[src/rtl/clock_phaser_pkg.sv]
// Shared definitions for the clock phaser and the quadrant clock multiplexer.
package clock_phaser_pkg;

  localparam int unsigned PHASE_FINE_BITS = 6;
  localparam int unsigned PHASE_QUAD_BITS = 2;

  // Quadrant selects as seen by the quadrant clock multiplexer ({hcycle, qcycle}).
  localparam logic [PHASE_QUAD_BITS-1:0] Q000 = 2'd0;
  localparam logic [PHASE_QUAD_BITS-1:0] Q090 = 2'd1;
  localparam logic [PHASE_QUAD_BITS-1:0] Q180 = 2'd2;
  localparam logic [PHASE_QUAD_BITS-1:0] Q270 = 2'd3;

  typedef enum logic [2:0] {
    ST_WAIT_LOCK,
    ST_IDLE,
    ST_CHECK,
    ST_STEP,
    ST_WAIT_DONE,
    ST_APPLY,
    ST_SETTLE
  } cp_state_e;

  // Counter width able to hold the larger of the two timed intervals.
  function automatic int unsigned timer_width(input int unsigned a, input int unsigned b);
    return $clog2(((a > b) ? a : b) + 1);
  endfunction

endpackage

[src/rtl/clock_phaser_ps_step_timer.sv]
// Loadable down-counter shared by the psdone timeout and the settle interval.
module ps_step_timer #(
  parameter int unsigned W = 8
) (
  input  logic         clock,
  input  logic         reset_n,
  input  logic         load,
  input  logic [W-1:0] load_val,
  output logic         expired
);

  logic [W-1:0] count_q;
  logic [W-1:0] count_d;

  // Load takes priority; otherwise count down and park at zero.
  always_comb begin
    count_d = count_q;
    if (load) begin
      count_d = load_val;
    end else if (count_q != '0) begin
      count_d = count_q - 1'b1;
    end
  end

  // Counter register.
  always_ff @(posedge clock or negedge reset_n) begin
    if (!reset_n) begin
      count_q <= '0;
    end else begin
      count_q <= count_d;
    end
  end

  assign expired = (count_q == '0);

endmodule

[src/rtl/clock_phaser.sv]
// DCM fine phase walker and quadrant select controller.
module clock_phaser
  import clock_phaser_pkg::*;
#(
  parameter int unsigned FINE_BITS     = PHASE_FINE_BITS,
  parameter int unsigned PS_TIMEOUT    = 255,
  parameter int unsigned SETTLE_CYCLES = 15
) (
  input  logic                 clock,
  input  logic                 reset_n,
  input  logic                 phase_wr,
  input  logic [FINE_BITS+1:0] phase_val,
  input  logic                 dcm_locked,
  input  logic                 psdone,
  output logic                 psen,
  output logic                 psincdec,
  output logic                 hcycle,
  output logic                 qcycle,
  output logic                 busy,
  output logic [FINE_BITS+1:0] current_phase,
  output logic                 timeout_err
);

  localparam int unsigned TIMER_W = timer_width(PS_TIMEOUT, SETTLE_CYCLES);

  cp_state_e              state_q, state_d;
  logic [FINE_BITS-1:0]   fine_q, fine_d;
  logic [FINE_BITS+1:0]   target_q, target_d;
  logic                   psen_q, psen_d;
  logic                   psincdec_q, psincdec_d;
  logic                   hcycle_q, hcycle_d;
  logic                   qcycle_q, qcycle_d;
  logic                   busy_q, busy_d;
  logic                   terr_q, terr_d;
  logic [FINE_BITS-1:0]   tgt_fine;
  logic                   timer_load;
  logic [TIMER_W-1:0]     timer_val;
  logic                   timer_expired;

  ps_step_timer #(.W(TIMER_W)) u_timer (
    .clock    (clock),
    .reset_n  (reset_n),
    .load     (timer_load),
    .load_val (timer_val),
    .expired  (timer_expired)
  );

  // A strobe arriving in the same cycle as CHECK is honoured immediately.
  assign tgt_fine = phase_wr ? phase_val[FINE_BITS-1:0] : target_q[FINE_BITS-1:0];

  // Next-state and registered-output logic; lock loss overrides every state.
  always_comb begin
    state_d    = state_q;
    fine_d     = fine_q;
    target_d   = target_q;
    psen_d     = 1'b0;
    psincdec_d = psincdec_q;
    hcycle_d   = hcycle_q;
    qcycle_d   = qcycle_q;
    busy_d     = busy_q;
    terr_d     = terr_q;
    timer_load = 1'b0;
    timer_val  = '0;

    if (phase_wr) begin
      target_d = phase_val;
      terr_d   = 1'b0;
    end

    if (!dcm_locked && (state_q != ST_WAIT_LOCK)) begin
      // Relock restores the DCM to zero offset, so forget the walked position.
      state_d = ST_WAIT_LOCK;
      fine_d  = '0;
      busy_d  = 1'b1;
    end else begin
      case (state_q)
        ST_WAIT_LOCK: begin
          busy_d = 1'b1;
          if (dcm_locked) state_d = ST_CHECK;
        end
        ST_IDLE: begin
          if (phase_wr) begin
            busy_d  = 1'b1;
            state_d = ST_CHECK;
          end
        end
        ST_CHECK: begin
          if (fine_q == tgt_fine) begin
            state_d = ST_APPLY;
          end else begin
            state_d    = ST_STEP;
            psen_d     = 1'b1;
            psincdec_d = (tgt_fine > fine_q);
          end
        end
        ST_STEP: begin
          state_d    = ST_WAIT_DONE;
          timer_load = 1'b1;
          timer_val  = TIMER_W'(PS_TIMEOUT);
        end
        ST_WAIT_DONE: begin
          if (psdone) begin
            fine_d  = psincdec_q ? (fine_q + 1'b1) : (fine_q - 1'b1);
            state_d = ST_CHECK;
          end else if (timer_expired) begin
            if (phase_wr) begin
              state_d = ST_CHECK;
            end else begin
              terr_d  = 1'b1;
              busy_d  = 1'b0;
              state_d = ST_IDLE;
            end
          end
        end
        ST_APPLY: begin
          // A new target here must be re-walked before any quadrant is applied.
          if (phase_wr) begin
            state_d = ST_CHECK;
          end else begin
            {hcycle_d, qcycle_d} = target_q[FINE_BITS +: PHASE_QUAD_BITS];
            state_d    = ST_SETTLE;
            timer_load = 1'b1;
            timer_val  = TIMER_W'(SETTLE_CYCLES);
          end
        end
        ST_SETTLE: begin
          if (phase_wr) begin
            state_d = ST_CHECK;
          end else if (timer_expired) begin
            busy_d  = 1'b0;
            state_d = ST_IDLE;
          end
        end
        default: begin
          state_d = ST_WAIT_LOCK;
          busy_d  = 1'b1;
        end
      endcase
    end
  end

  // State and output registers.
  always_ff @(posedge clock or negedge reset_n) begin
    if (!reset_n) begin
      state_q              <= ST_WAIT_LOCK;
      fine_q               <= '0;
      target_q             <= '0;
      psen_q               <= 1'b0;
      psincdec_q           <= 1'b0;
      {hcycle_q, qcycle_q} <= Q000;
      busy_q               <= 1'b1;
      terr_q               <= 1'b0;
    end else begin
      state_q    <= state_d;
      fine_q     <= fine_d;
      target_q   <= target_d;
      psen_q     <= psen_d;
      psincdec_q <= psincdec_d;
      hcycle_q   <= hcycle_d;
      qcycle_q   <= qcycle_d;
      busy_q     <= busy_d;
      terr_q     <= terr_d;
    end
  end

  assign psen          = psen_q;
  assign psincdec      = psincdec_q;
  assign hcycle        = hcycle_q;
  assign qcycle        = qcycle_q;
  assign busy          = busy_q;
  assign timeout_err   = terr_q;
  assign current_phase = {hcycle_q, qcycle_q, fine_q};

endmodule

[config.mk]
export PLATFORM = sky130hd
export DESIGN_NAME = clock_phaser
export DESIGN_NICKNAME = d
export VERILOG_FILES = /design/src/rtl/clock_phaser_pkg.sv /design/src/rtl/clock_phaser_ps_step_timer.sv /design/src/rtl/clock_phaser.sv
export SDC_FILE = /design/constraint.sdc
export NUM_CORES = 1
export LEC_CHECK = 0
export ABC_AREA = 0
export ABC_CLOCK_PERIOD_IN_PS = 3800
export CAP_MARGIN = 40
export CORE_MARGIN = 5
export CORE_UTILIZATION = 58
export CTS_CLUSTER_DIAMETER = 150
export DETAILED_ROUTE_END_ITERATION = 8
export GPL_TIMING_DRIVEN = 0
export PLACE_DENSITY = 0.84
export SYNTH_ARGS = -nofsm -noshare
export SYNTH_HDL_FRONTEND = slang
export SYNTH_SLANG_ARGS = --single-unit
[constraint.sdc]
create_clock -name clock -period 3.8 [get_ports clock]
set_input_delay 0.76 -clock clock [delete_from_list [all_inputs] [get_ports clock]]
set_output_delay 0.76 -clock clock [all_outputs]
set_load 0.02 [all_outputs]
==> impl_metrics.tcl, run 1 <==
set metrics [dict create \
    grt.total_usage 0.212 \
    dpl_worst_slack_ps 120 \
    drive_gt1_frac 0.175 \
    htree_levels 2 \
    critPathKind "in2reg" \
    setup_viol 0 \
    dp.cells 242 \
    rr_startpoint "psincdec" \
    synth_mux_area_frac 0.0949 \
    synth_fa_ha_area_frac 0.0922 \
    slew_headroom 0.431 \
    fp.coreArea_mm2 0.00305 \
    crit_path_max_incr_delay_ps 630 \
    fin_skew_ps 14.2 \
    async_reset_ff_frac 1.00 \
    yosys_warnings 0 \
    start_util 0.605 \
    antenna_cells 0 \
    grt_pass1_wl_um 7130 \
    path_delay_family "buffers and inverters" \
    ys_ff_latch 31 \
    synth_top_family_by_area "simple AND/OR/NAND/NOR gates" \
    drv_cap 0 \
    drt-total-wl_um 3880 \
    yosysSeqAreaShare 0.421 \
    drt_first_pass_iters 4 \
    synth-edff-count 0 \
    period_share 0.870 \
    cts.clk_slew.worst_paths_ps 110 \
    hold_violations 0 \
    slowest_stage "clkdlybuf4s50_1" \
    grt_pass1_vias 1562 \
    synth_cell_types 50 \
    antenna_left 0 \
    r2r_setup_slack_ps 1430 \
    n_fill_cell 236 \
    stdcell_count 250 \
    max_freq_mhz 302 \
    final_nets 231 \
    fp.dieH_um 66.4 \
    status "complete, no violations" \
    area_growth_pct 22.7 \
    synth-compound-area-share 0.144 \
    required_ps 4020 \
    dr.first_iter.drc_count 73 \
    cts_resized 0 \
    worstHoldPathType "reg2reg" \
    r2r-end "fine_q[5]" \
    cts_setup_buffers 0 \
    synthSimpleGateAreaFrac 0.152 \
    avgSynthCellArea_um2 10.7 \
    rsz0062_at_grt "false" \
    grt_max_degree 18 \
    vias_per_cell 5.54 \
    fin_crit_ps 3310 \
    critPathCaptureType "register" \
    gr-total-overflow 0 \
    wire_per_inst_um 15.5 \
    place.gp.congestion 0.791 \
    cp_max_fo 10 \
    num_rows 20 \
    synth_xor_area_frac 0.0427 \
    ir_drop_mv 0.303 \
    synth_nets 198 \
    netlist_instances 172 \
    hold_path_end "target_q[0]" \
    layout_common_cells "dfrtp_1, clkdlybuf4s50_1, inv_1, mux2_2, ha_1" \
    synth_area_mm2 0.00185 \
    cts.path.max_buffers 2 \
    slew_viol_final 0 \
    die_area_mm2 0.00441 \
    worstMarginPinSlew_ps 851 \
    vias 1385 \
    power_density_mw_per_mm2 481 \
    clock_sinks 31 \
    cp_common_cell "mux2_2" \
    io_buffers 25 \
    root_buffer "clkbuf_4" \
    postCtsHoldBufs 0 \
    path_cells "clkdlybuf4s50_1, clkbuf_1, mux2_2, ha_1, and4_1, nand3_1, and4b_1, mux2_2" \
    dp_hpwl_um 3050 \
    antenna_found_initial 0 \
    cts_buffers 5 \
    cts_tree "done" \
    layout_commonest_cell "dfrtp_1" \
    rr_worst_depth 6 \
    hold_depth 2 \
    dieWidth_um 66.4 \
    ios 27 \
    p_leak_nw 1.01 \
    tns_ps 0 \
    hold_start "target_q[0]" \
    clk_latency_ps 330 \
    arrival_ps 3530 \
    synth_flop_cell "dfrtp_1" \
    cp.depth 8 \
    layout_setup_ws_ps 494 \
    worst-path-buf-inv 2 \
    start_kind "primary input" \
    drcViolationCount 0 \
]
state kept, by name, summed over array words and instances (netlist names):
signal           flops
u_timer.count_q      8
state_q              3
target_q             8
timeout_err          1
psincdec             1
qcycle               1
hcycle               1
psen                 1
busy                 1
fine_q               6
worst max path at each step:
| stage | slack (ps) | end | from |
|---|---|---|---|
| floorplan | 1100 | psincdec | phase_wr |
| global route | 380 | psincdec | phase_wr |
| CTS | 480 | psincdec | phase_wr |
| global placement | 180 | psincdec | phase_wr |
| detailed placement | 120 | psincdec | phase_wr |
| finish | 490 | psincdec | phase_wr |
synth_stat cells, drive strengths merged (2+ instances only):
cell type,count,area (um^2)
xnor2,8,70.1
o21ai,7,35.0
inv,15,56.3
ha,12,150
and2,2,13.8
mux2i,4,40.0
a31oi,3,18.8
dfrtp,30,751
a21oi,8,40.0
or2,2,12.5
nand3b,2,15.0
nand2b,3,18.8
nand3,4,20.0
clkbuf,2,7.51
nor3b,2,15.0
nor2,4,15.0
nor4,3,25.0
nand2,9,33.8
a21o,3,22.5
and3,2,17.5
mux2,12,135
o211ai,2,15.0
a22o,4,35.0
nor3,4,25.0
buf,6,35.0
final cells by class:
class                   instances  area, um^2  share of cell area
plain buffers                   8        42.5              0.0188
clock buffers                   6        51.3              0.0227
clock inverters                 2        35.0              0.0155
inverters                      15        56.3              0.0249
multi-input cells             118         970               0.428
flip-flops and latches         31         777               0.343
well taps                      44        55.1              0.0243
repair buffers                 26         278               0.123
stage by stage:
stage / power (mW) / util / hold WS [ps] / area, um^2
after floorplan: 0.706 / - / 452 / 1850
after global placement: 0.792 / 0.705 / 484 / 2150
after detailed placement: 0.824 / 0.714 / 490 / 2180
after CTS: 1.10 / 0.742 / 518 / 2260
after global routing: 1.18 / 0.742 / 533 / 2260
final: 1.09 / 0.742 / 512 / 2260
logic make-up after synthesis:
logic type,count (synthesis)
muxes,16
adders and majority gates,13
xor gates and xnor gates,9
DFF,31
and+or+nand+nor,44
buffers and inverters,23
AOI/OAI and AO/OA,36
routing by layer:
| layer | vias up | wire length (um) | track usage |
|---|---|---|---|
| met5 | - | 0 | 0 |
| met4 | 0 | 32 | 0.0584 |
| met3 | 5 | 135 | 0.0578 |
| met2 | 24 | 2030 | 0.367 |
| met1 | 672 | 1680 | 0.257 |
| li1 | 684 | - | - |
where the power goes:
| part | switching (mW) | leakage [nW] | internal (mW) |
|---|---|---|---|
| logic | 0.190 | 0.579 | 0.176 |
| registers | 0.0601 | 0.379 | 0.392 |
| clock network | 0.115 | 0.0482 | 0.155 |
worst reg2reg max path: stages (launching register included):
cell       delay, ps
dfrtp_1          440
inv_1            170
ha_1             380
and3_1           230
a2111oi_4        400
mux2_2           380
a221o_1          260
Power figures use the tool's default switching activity.
==> inputs of run 2 (changes only) <==
--- a/config.mk
+++ b/config.mk
@@ -11,3 +11,3 @@
 export CORE_MARGIN = 5
-export CORE_UTILIZATION = 58
+export CORE_UTILIZATION = 31
 export CTS_CLUSTER_DIAMETER = 150
@@ -15,3 +15,2 @@
 export GPL_TIMING_DRIVEN = 0
-export PLACE_DENSITY = 0.84
 export SYNTH_ARGS = -nofsm -noshare
==> constraint.sdc (replaced) <==
create_clock -name clock -period 3.8 [get_ports clock]
set_input_delay 0.57 -clock clock [delete_from_list [all_inputs] [get_ports clock]]
set_output_delay 0.57 -clock clock [all_outputs]
set_load 0.02 [all_outputs]
==> run 2 against run 1 <==
Compared with the run above:
- hold slack lost 190 ps
- design area about the same
- wire length fell by 3.7%
- combinational power fell by 4%
- critical path type unchanged
==> impl_metrics.tcl, run 2 (synthesized netlist as in run 1, its figures left out) <==
set metrics [dict create \
    ir_drop_mv 0.152 \
    p_switching_mw 0.353 \
    layout_commonest_cell "dfrtp_1" \
    cts_tree "done" \
    reg_top3 "target_q x8, u_timer.count_q x8, fine_q x6" \
    slowest_stage "clkdlybuf4s50_1" \
    power_density_mw_per_mm2 461 \
    seqPwrFrac 0.432 \
    worstMarginPinSlew_ps 685 \
    cp_common_cell "mux2_2" \
    vias 1340 \
    area_growth_pct 22.8 \
    gr-total-overflow 0 \
    start_kind "primary input" \
    ios 27 \
    fp.coreArea_mm2 0.00585 \
    clock_sinks 31 \
    htree_levels 2 \
    dieWidth_um 87.2 \
    dp_hpwl_um 2870 \
    grt.total_usage 0.107 \
    postCtsHoldBufs 0 \
    n_fill_cell 592 \
    slew_headroom 0.543 \
    drt-total-wl_um 3730 \
    rsz0062_at_grt "false" \
    dp.cells 272 \
    hold_violations 0 \
    cts_resized 0 \
    required_ps 3960 \
    critPathKind "in2reg" \
    cts_setup_buffers 0 \
    cts_buffers 5 \
    layout_setup_ws_ps 615 \
    critPathCaptureType "register" \
    period_share 0.838 \
    p_int_mw 0.692 \
    io_buffers 25 \
    switching_share 0.338 \
    hold-worst-slack_ps 325 \
    tns_ps 0 \
    dr.first_iter.drc_count 37 \
    vias_per_cell 4.79 \
    p_clk_frac 0.231 \
    worstHoldPathType "in2async" \
    wire_per_inst_um 13.3 \
    drcViolationCount 0 \
    antenna_cells 0 \
    arrival_ps 3350 \
    path_cells "clkdlybuf4s50_1, clkbuf_1, mux2_2, ha_1, and4_1, nand3_1, and4b_1, mux2_2" \
    stdcell_count 280 \
    crit_path_max_incr_delay_ps 640 \
    fin_skew_ps 3.07 \
    drt_first_pass_iters 4 \
    grt_max_degree 32 \
    power_frac_comb 0.337 \
    dpl_worst_slack_ps 255 \
    antenna_left 0 \
    cp_max_fo 10 \
    fp.dieH_um 87.2 \
    final_nets 230 \
    num_rows 28 \
    drv_cap 0 \
    p_leak_nw 0.988 \
    slew_viol_final 0 \
    clk_latency_ps 280 \
    grt_pass1_wl_um 6360 \
    fin_crit_ps 3190 \
    antenna_found_initial 0 \
    grt_pass1_vias 1331 \
    start_util 0.315 \
    cts.path.max_buffers 2 \
    status "complete, no violations" \
    cts.clk_slew.worst_paths_ps 60 \
    drive_gt1_frac 0.166 \
    setup_viol 0 \
    max_freq_mhz 314 \
    die_area_mm2 0.00760 \
    root_buffer "clkbuf_8" \
    finalPower_mw 1.04 \
    place.gp.congestion 0.779 \
    layout_common_cells "dfrtp_1, clkdlybuf4s50_1, inv_1, mux2_2, ha_1" \
]
-- run 2: changes by cell type in the layout (fill, tap and decap cells not counted) --
cell | previous run | this run
clkdlybuf4s50_1 | 25 | 24
clkbuf_4 | 5 | 0
bufinv_16 | 1 | 0
buf_2 | 4 | 5
clkbuf_1 | 2 | 4
clkbuf_8 | 1 | 5
buf_16 | 1 | 0
-- run 2: per-layer routing --
layer	vias to the layer above	track usage	wire length, um
li1	680	-	-
met5	-	0	0
met1	637	0.138	1860
met4	0	0.0502	75
met3	6	0.0312	117
met2	17	0.166	1680
-- run 2: final timing paths --
path                                  start                 end  slack (ps)  cells past startpoint
min in group clock              target_q[0]         target_q[0]         490                      2
max in group asynchronous           reset_n          state_q[0]        3020                      1
worst max-delay path               phase_wr            psincdec         610                      8
worst min-delay path                reset_n  u_timer.count_q[5]         330                      1
worst min register to register  target_q[0]         target_q[0]         490                      2
worst max register to register     psincdec           fine_q[5]        1410                      6
-- run 2: area by class of cell --
cell class	instances	area, um^2	area share
clock inverter	1	5.00	0.00221
buffer	8	42.5	0.0188
multi-input combinational	118	970	0.428
inverter	15	56.3	0.0248
timing repair buffer	25	245	0.108
tap	75	93.8	0.0414
clock buffer	7	76.3	0.0337
sequential	31	777	0.343
-- run 2: power by group through the flow --
stage | clock network (mW) | logic (mW) | registers [mW]
finish | 0.242 | 0.352 | 0.451
global route | 0.268 | 0.395 | 0.462
CTS | 0.253 | 0.357 | 0.451
detailed placement | 0 | 0.355 | 0.457
global placement | 0 | 0.349 | 0.455
floorplan | 0 | 0.250 | 0.457
-- run 2: critical path: cells and delay by family --
kind	cells	cell delay [ps]
mux	2	770
buf+inv	2	1120
fa+ha+maj	1	320
simple gates	3	580
-- run 2: stage by stage --
step / cell area (um^2) / utilization
final: 2270 / 0.387
after global routing: 2270 / 0.387
after CTS: 2270 / 0.387
after detailed placement: 2180 / 0.373
after global placement: 2190 / 0.374
after floorplan: 1850 / -
